<file path="src/rtl/puc_pkg.sv">
// Shared types for the PUC switching-state sequencer: state index,
// one-hot selector, sequencer FSM encoding and the index-to-selector map.
package puc_pkg;

  // Index of a converter switching state, 0 selects s1 ... 7 selects s8.
  typedef logic [2:0] puc_idx_t;

  // Selector bus {s1..s8}; s1 is the MSB, all-zero means every switch off.
  typedef logic [7:0] puc_sel_t;

  // Sequencer control states.
  typedef enum logic [2:0] {
    IDLE  = 3'd0,
    DEAD  = 3'd1,
    APPLY = 3'd2,
    HOLD  = 3'd3,
    FAULT = 3'd4
  } puc_fsm_t;

  // Maps a state index to its selector pattern. Index 0 drives s1, which
  // sits in the MSB, so the single set bit walks down as the index grows.
  function automatic puc_sel_t idx2onehot(input puc_idx_t idx);
    puc_sel_t msb;
    msb = 8'b1000_0000;
    return msb >> idx;
  endfunction

endpackage

</file>
<file path="src/rtl/puc_state_sequencer_if.sv">
// Request/selector bundle between a state requester (master) and the
// PUC state sequencer (slave). Fault inputs travel with the request side
// because the same supervisor that requests states also reports faults.
interface puc_state_sequencer_if;
  import puc_pkg::*;

  logic     req_valid;
  puc_idx_t req_state;
  logic     req_ready;
  logic     fault;
  logic     clr_fault;
  puc_sel_t sel;
  puc_idx_t cur_state;
  logic     applied;
  logic     fault_latched;

  // Requester / supervisor side.
  modport master (
    output req_valid,
    output req_state,
    output fault,
    output clr_fault,
    input  req_ready,
    input  sel,
    input  cur_state,
    input  applied,
    input  fault_latched
  );

  // Sequencer side.
  modport slave (
    input  req_valid,
    input  req_state,
    input  fault,
    input  clr_fault,
    output req_ready,
    output sel,
    output cur_state,
    output applied,
    output fault_latched
  );

endinterface

</file>
<file path="src/rtl/puc_state_sequencer.sv">
// PUC switching-state sequencer. Accepts a requested state index over a
// valid/ready handshake and drives a registered one-hot selector to the
// switching decoder. Between two different states the selector is forced
// all-off for DEAD_CYC cycles, every newly applied state is held for
// MIN_DWELL cycles before another request is taken, and a fault drops the
// selector to all-off until the fault is gone and explicitly cleared.
module puc_state_sequencer
  import puc_pkg::*;
#(
  parameter int unsigned DEAD_CYC  = 20,
  parameter int unsigned MIN_DWELL = 100,
  parameter int unsigned CNT_W     = 16
) (
  input logic                  clk,
  input logic                  rst,
  puc_state_sequencer_if.slave bus
);

  // Timer reload values; the timer counts down to zero inclusive, so a
  // load of N-1 gives a phase that lasts exactly N cycles.
  localparam logic [CNT_W-1:0] DEAD_LOAD  = CNT_W'(DEAD_CYC - 1);
  localparam logic [CNT_W-1:0] DWELL_LOAD = CNT_W'(MIN_DWELL - 1);
  localparam logic [CNT_W-1:0] TIMER_ONE  = CNT_W'(1);

  puc_fsm_t         fsm_q,   fsm_d;
  puc_sel_t         sel_q,   sel_d;
  puc_idx_t         cur_q,   cur_d;
  puc_idx_t         tgt_q,   tgt_d;
  logic [CNT_W-1:0] timer_q, timer_d;

  logic readyNow;
  logic acceptReq;
  logic timerDone;

  // Requests are only taken while idle or holding a dwelled state, and a
  // live fault blocks acceptance in the same cycle so it always wins.
  always_comb begin
    readyNow  = ((fsm_q == IDLE) || (fsm_q == HOLD)) && !bus.fault;
    acceptReq = bus.req_valid && readyNow;
    timerDone = (timer_q == '0);
  end

  // Next-state logic. A fault overrides everything: the selector goes
  // all-off and any pending target or partial timing is thrown away.
  // The selector only ever moves between all-off and a single one-hot
  // pattern, never straight from one pattern to another.
  always_comb begin
    fsm_d   = fsm_q;
    sel_d   = sel_q;
    cur_d   = cur_q;
    tgt_d   = tgt_q;
    timer_d = timer_q;

    if (bus.fault) begin
      fsm_d   = FAULT;
      sel_d   = '0;
      tgt_d   = '0;
      timer_d = '0;
    end else begin
      unique case (fsm_q)
        IDLE: begin
          sel_d = '0;
          if (acceptReq) begin
            fsm_d   = APPLY;
            sel_d   = idx2onehot(bus.req_state);
            cur_d   = bus.req_state;
            timer_d = DWELL_LOAD;
          end
        end

        APPLY: begin
          if (timerDone) begin
            fsm_d = HOLD;
          end else begin
            timer_d = timer_q - TIMER_ONE;
          end
        end

        HOLD: begin
          if (acceptReq && (bus.req_state != cur_q)) begin
            fsm_d   = DEAD;
            sel_d   = '0;
            tgt_d   = bus.req_state;
            timer_d = DEAD_LOAD;
          end
        end

        DEAD: begin
          sel_d = '0;
          if (timerDone) begin
            fsm_d   = APPLY;
            sel_d   = idx2onehot(tgt_q);
            cur_d   = tgt_q;
            timer_d = DWELL_LOAD;
          end else begin
            timer_d = timer_q - TIMER_ONE;
          end
        end

        FAULT: begin
          sel_d   = '0;
          tgt_d   = '0;
          timer_d = '0;
          if (bus.clr_fault) begin
            fsm_d = IDLE;
          end
        end

        default: begin
          fsm_d   = IDLE;
          sel_d   = '0;
          tgt_d   = '0;
          timer_d = '0;
        end
      endcase
    end
  end

  // State, selector, target and timer registers; reset forces all-off at once.
  always_ff @(posedge clk or posedge rst) begin
    if (rst) begin
      fsm_q   <= IDLE;
      sel_q   <= '0;
      cur_q   <= '0;
      tgt_q   <= '0;
      timer_q <= '0;
    end else begin
      fsm_q   <= fsm_d;
      sel_q   <= sel_d;
      cur_q   <= cur_d;
      tgt_q   <= tgt_d;
      timer_q <= timer_d;
    end
  end

  assign bus.req_ready     = readyNow;
  assign bus.sel           = sel_q;
  assign bus.cur_state     = cur_q;
  assign bus.applied       = |sel_q;
  assign bus.fault_latched = (fsm_q == FAULT);

endmodule
</file>
<file path="src/flat_wrapper.sv">
// flat-port wrapper written by rule: the top's interface ports become plain ports
module puc_state_sequencer_flat import puc_pkg::*;
#(
  parameter int unsigned DEAD_CYC  = 20,
  parameter int unsigned MIN_DWELL = 100,
  parameter int unsigned CNT_W     = 16
)
  (clk, rst, bus_req_valid, bus_req_state, bus_fault, bus_clr_fault, bus_req_ready, bus_sel, bus_cur_state, bus_applied, bus_fault_latched);
  puc_state_sequencer_if bus_i ();
  input logic clk;
  input logic rst;
  input wire logic [$bits(bus_i.req_valid)-1:0] bus_req_valid;
  input wire logic [$bits(bus_i.req_state)-1:0] bus_req_state;
  input wire logic [$bits(bus_i.fault)-1:0] bus_fault;
  input wire logic [$bits(bus_i.clr_fault)-1:0] bus_clr_fault;
  output wire logic [$bits(bus_i.req_ready)-1:0] bus_req_ready;
  output wire logic [$bits(bus_i.sel)-1:0] bus_sel;
  output wire logic [$bits(bus_i.cur_state)-1:0] bus_cur_state;
  output wire logic [$bits(bus_i.applied)-1:0] bus_applied;
  output wire logic [$bits(bus_i.fault_latched)-1:0] bus_fault_latched;
  assign bus_i.req_valid = bus_req_valid;
  assign bus_i.req_state = bus_req_state;
  assign bus_i.fault = bus_fault;
  assign bus_i.clr_fault = bus_clr_fault;
  assign bus_req_ready = bus_i.req_ready;
  assign bus_sel = bus_i.sel;
  assign bus_cur_state = bus_i.cur_state;
  assign bus_applied = bus_i.applied;
  assign bus_fault_latched = bus_i.fault_latched;
  puc_state_sequencer #(.DEAD_CYC(DEAD_CYC), .MIN_DWELL(MIN_DWELL), .CNT_W(CNT_W)) u_core (.clk(clk), .rst(rst), .bus(bus_i));
endmodule
</file>
<file path="config.mk">
export PLATFORM = sky130hd
export DESIGN_NAME = puc_state_sequencer_flat
export DESIGN_NICKNAME = d
export VERILOG_FILES = /design/src/rtl/puc_pkg.sv /design/src/rtl/puc_state_sequencer_if.sv /design/src/rtl/puc_state_sequencer.sv /design/src/flat_wrapper.sv
export SDC_FILE = /design/constraint.sdc
export NUM_CORES = 1
export LEC_CHECK = 0
export CORE_MARGIN = 10
export CORE_UTILIZATION = 53
export CTS_BUF_LIST = sky130_fd_sc_hd__clkbuf_8
export CTS_CLUSTER_SIZE = 16
export DETAILED_ROUTE_END_ITERATION = 6
export HOLD_SLACK_MARGIN = 0.15
export PLACE_DENSITY = 0.79
export SLEW_MARGIN = 20
export SYNTH_ARGS = -nofsm -noshare
export SYNTH_HDL_FRONTEND = slang
export SYNTH_SLANG_ARGS = --single-unit
export TNS_END_PERCENT = 100
</file>
<file path="constraint.sdc">
create_clock -name clk -period 2 [get_ports clk]
set_input_delay 0.4 -clock clk [delete_from_list [all_inputs] [get_ports clk]]
set_output_delay 0.4 -clock clk [all_outputs]
set_load 0.02 [all_outputs]
</file>
# Word-level counts from Yosys, hierarchy flattened
# Cells that the tools add are included.
# word_totals
memories,0
mem_bits_rw,0
word_cells,63
regBits,33
mem_bits_ro,0
latch_bits,0
# classes
n_reduce_logical,15
n_addsub,1
shift,2
n_div,0
n_mul,0
n_lt_le_gt_ge,0
muxes,24
n_eq_ne,15
bitwise,1
# op_table
op,count
$mux 16,5
$pmux 16 s4,1
$mux 8,4
$pmux 8 s4,1
$mux 3,10
$logic_not 16->1,1
$shr 8x3->8 const A,2
$sub 16x1->16 const B,1
$pmux 3 s5,1
$pmux 3 s2,2
$ne 3x2->1 const B,3
$ne 3x3->1 const B,3
$reduce_or 8->1,1
$eq 3x2->1 const B,2
$ne 2x1->1 const B,3
$reduce_and 5->1,1
$reduce_and 2->1,2
$reduce_and 4->1,1
$eq 3x1->1 const B,1
$eq 3x3->1 const B,1
$logic_and 1x1->1,3
$logic_not 3->1,1
$ne 3x3->1,1
$reduce_and 3->1,1
6 further kinds,6

# Depth between registers and ports, before layout
# logic_depth
word_depth,8
ltp_mapped,9

# Worst setup path before layout
# Ideal clock, no wire load.
# synth_path
path_kind,register to register
from,register u_core.timer_q[11]
to,register u_core.cur_q[0] (netlist: u_core.bus.cur_state[0])
path_slack_ps,-25
path_buffers,0
t_arrival_ps,1900
period_less_slack_ps,2025
path_stages_with_launch,7
cell_sequence,dfrtp_1 or4_4 nor2_2 and3_1 mux2i_1 nor3_4 mux2_2
# synth_between
elab_chain_cells,3
# synth_lines
item,line,source
start: declaration,puc_state_sequencer.sv:29,"logic [CNT_W-1:0] timer_q, timer_d;"
start signal: assignment,puc_state_sequencer.sv:132,timer_q <= timer_d;
$logic_not 16->1,puc_state_sequencer.sv:40,timerDone = (timer_q == '0);
$ne 2x1->1 (no line),n/a,
$reduce_and 4->1 (no line),n/a,
end signal: assignment,puc_state_sequencer.sv:130,cur_q <= cur_d;
end: declaration,puc_state_sequencer.sv:27,"puc_idx_t cur_q, cur_d;"
# Every way passes these cells.
# A chain may end at the register's enable or synchronous reset.

# Final worst setup path
# layout_path
from,register u_core.timer_q[11]
to,register u_core.fsm_q[0]
# layout_between
elab_chain_cells,3
word_cells_on_any_way,4
# layout_lines
item,line,source
$logic_not 16->1 (*),puc_state_sequencer.sv:40,
$ne 3x2->1 (no line),n/a,
$reduce_and 5->1 (no line) (*),n/a,
end signal: assignment,puc_state_sequencer.sv:128,fsm_q <= fsm_d;
end: declaration,puc_state_sequencer.sv:25,"puc_fsm_t fsm_q, fsm_d;"
# Every way passes the cells marked *; elsewhere a longest branch is shown, timed or not.

==> impl_results.md <==
- Status: finished with violations
- Violated checks: negative setup slack
- P&R area growth vs syn: 40.33%
- Leading area contributor after synthesis: dfrtp_1
- TritonCTS Buffers: 5
- Peak supply drop: 0.0005485 V
- Via/cell ratio: 5.807
- Max Slew Vio Count: 0
- Final period util: 102.0%
- Top post-synthesis cells by area: dfrtp_1 41%, xor2_1 5.7%, nor2_1 5.4%, nand2_1 4.5%, nand3_1 4.0%
- DRT Wirelength: 5366 µm
- GRT overflow: 0
- Fillers: 244
- FF+latch count, synth: 33
- Fraction of layout cells with a size suffix above 1: 31.63%
- DR pass1 iterations: 4
- Antenna cells: 0
- First-pass GRT wire length: 8231 µm
- Post-route worst setup slack: -0.04078 ns
- Fin cells: 342
- Die X: 81.40 µm
- Clock Sinks: 33
- NumNets Final: 302
- Worst Path Class, Setup: flip-flop to flip-flop
- Worst hold path type: input port to async pin
- Avg Inst Size Synth: 8.841 µm²
- Rel. slew slack: 64.68%
- Worst slew pin tran: 0.5242 ns
- Total track usage: 15.61%
- Core Util, Final: 76.59%
- Worst skew pair latency: 0.29 ns
- CTS tree: built
- Max cap viols: 0
- Fin Clk Skew: 0.006616 ns
- Crit start category: flip-flop
- CTS Root Cell: clkbuf_8
- Critical path endpoint category: flip-flop
- Final estimated routing congestion in global placement: 0.9014
- DP HPWL: 3620 µm
- Post-synth top area share: 41.33%
- R2r startpoint: u_core.timer_q[11]$_DFFE_PP0P_
- Largest net degree at the start of global routing: 34
- Wire length per cell: 15.69 µm
- Port bufs: 21
- Longest Clk Path Bufs: 2
- Num rows: 22
- Top FF cell, synth: dfrtp_1
- Core area: 0.003661 mm²
- CP Max Fanout: 5
- Total number of vias: 1986
- Post-synth EDFFs: 0
- Top Ports: 22
- Fmax: 490.0 MHz
- Worst EP arrival: 2.22 ns
- RSZ-0062 raised after global routing: true
- Reg area: 825.8 µm²
- Die Height: 81.40 µm
- Initial antenna violation count: 0
- CP required: 2.18 ns
- Top-count cell post-synth: dfrtp_1
- Leakage power: 1.336 nW
- Commonest cells post-synth: 33 x dfrtp_1, 29 x nor2_1, 24 x nand2_1, 16 x nand3_1, 15 x o21ai_0
- Number of global-route vias before repair: 1839
- Critical Path Source: u_core.timer_q[11]$_DFFE_PP0P_
- Placed Instances: 328
- Final setup TNS: -0.1811 ns
- CTS clk-pin slew, worst paths: 0.07 ns
- Overall power: 2.449 mW
- Pwr/cell area: 873.5 mW/mm²
- Hold Vio Cnt, Final: 0
- Final ANT Viol Nets: 0
- Tmin final: 2.041 ns
- Die area: 0.006626 mm²
- Initial core utilization: 54.58%
- Share of flip-flops with an asynchronous set or reset: 100.0%
- CTS H-tree lvls: 2
- Hold Buf Count CTS: 0
- DRT iter0 DRCs: 161
- Drc violations: 0
- Syn_nets: 235
- Final setup violation count: 8
- Sequential element share of the synthesized area: 41.33%
- Post-Syn Instances: 226
- Area of the multi-input gates: 0.001207 mm²
- Yosys cell types: 44
- Warnings, synthesis: 0
- Area of the mapped netlist: 0.001998 mm²
-- sequential cells by signal, indices dropped and copies added, names as in the netlist --
name and cells:
u_core.tgt_q 3, u_core.bus.sel 8, u_core.fsm_q 3, u_core.timer_q 16, u_core.bus.cur_state 3
-- layout make-up --
type	instances	share of cell area (%)
multi-input combinational	175	43.06
sequential	33	29.45
timing repair buffer	70	21.20
clock buffer	5	2.454
tap	48	2.142
inverter	8	1.071
clock inverter	3	0.6247
-- critical path: stages (launching register included) --
cell	delay, ns
dfrtp_1	0.39
or4_4	0.57
nor2_4	0.12
buf_6	0.10
nand3_1	0.24
a21oi_2	0.25
o221a_2	0.20
nor3_1	0.05
-- worst paths after layout --
kind | end | slack, ns | cells after the start
worst max-delay path | u_core.fsm_q[0]$_DFFE_PP0P_ | -0.04 | 7
worst min-delay path | u_core.bus.sel[3]$_DFFE_PP0P_ | 0.50 | 3
worst max register to register | u_core.fsm_q[0]$_DFFE_PP0P_ | -0.04 | 7
worst min register to register | u_core.bus.sel[4]$_DFFE_PP0P_ | 0.51 | 2
max in group asynchronous | u_core.timer_q[0]$_DFFE_PP0P_ | 1.19 | 3
min in group clk | u_core.bus.sel[4]$_DFFE_PP0P_ | 0.51 | 2
-- metrics by stage --
step	hold WS [ns]	cell area, µm²	setup WS (ns)
after floorplan	0.4721	2014	0.01041
after global placement	0.4919	2562	-0.1853
after detailed placement	0.4959	2562	-0.2582
after CTS	0.5122	2669	-0.06034
after global routing	0.5302	2804	-0.1055
final	0.4976	2804	-0.04078
-- cell usage in the layout (no fill, tap or decap), drive strengths merged, types with 3 or more instances in the layout --
| cell | count |
|---|---|
| buf | 49 |
| dfrtp | 33 |
| nor2 | 31 |
| nand2 | 25 |
| clkdlybuf4s50 | 18 |
| nand3 | 16 |
| o21ai | 16 |
| xor2 | 13 |
| a22o | 10 |
| inv | 8 |
| nand4 | 7 |
| nor4 | 6 |
| nor3 | 6 |
| clkbuf | 5 |
| or4 | 4 |
| nand2b | 4 |
| mux2i | 4 |
| mux2 | 3 |
| or2 | 3 |
| a31oi | 3 |
| and3 | 3 |
-- layer usage --
layer	GRT usage (%)	share of wire (%)
met5	0	0
met4	5.709	1.5
met3	5.188	6.1
met2	25.36	49
met1	18.79	44
-- cell families (layout without fill, tap and decap cells) --
family,after synthesis,after routing,synth area share (%)
buffers and inverters,18,86,3.757
XOR/XNOR,15,15,6.575
AO/OA/AOI/OAI,41,41,14.46
adder cells (fa/ha/maj),1,1,0.6261
flip-flops,33,33,41.33
multiplexers,7,7,3.694
AND/OR/NAND/NOR,111,111,29.56
-- repair_timing --
item / 4_1_cts / 5_1_grt
gates cloned: 0 / 1
endpoints found under the setup margin: 11 / 29
resized for setup: 10 / 26
endpoints found under the hold margin: 0 / 0
setup buffers: 1 / 4
pin swaps: 5 / 9
-- power by group --
group	total, mW	leakage, nW	internal (mW)	switching (mW)
registers	0.790	0.446	0.731	0.0592
logic	1.15	0.846	0.573	0.579
clock network	0.507	0.0439	0.240	0.267
total	2.45	1.34	1.54	0.905
No activity file was read; power rests on OpenSTA's default activity.
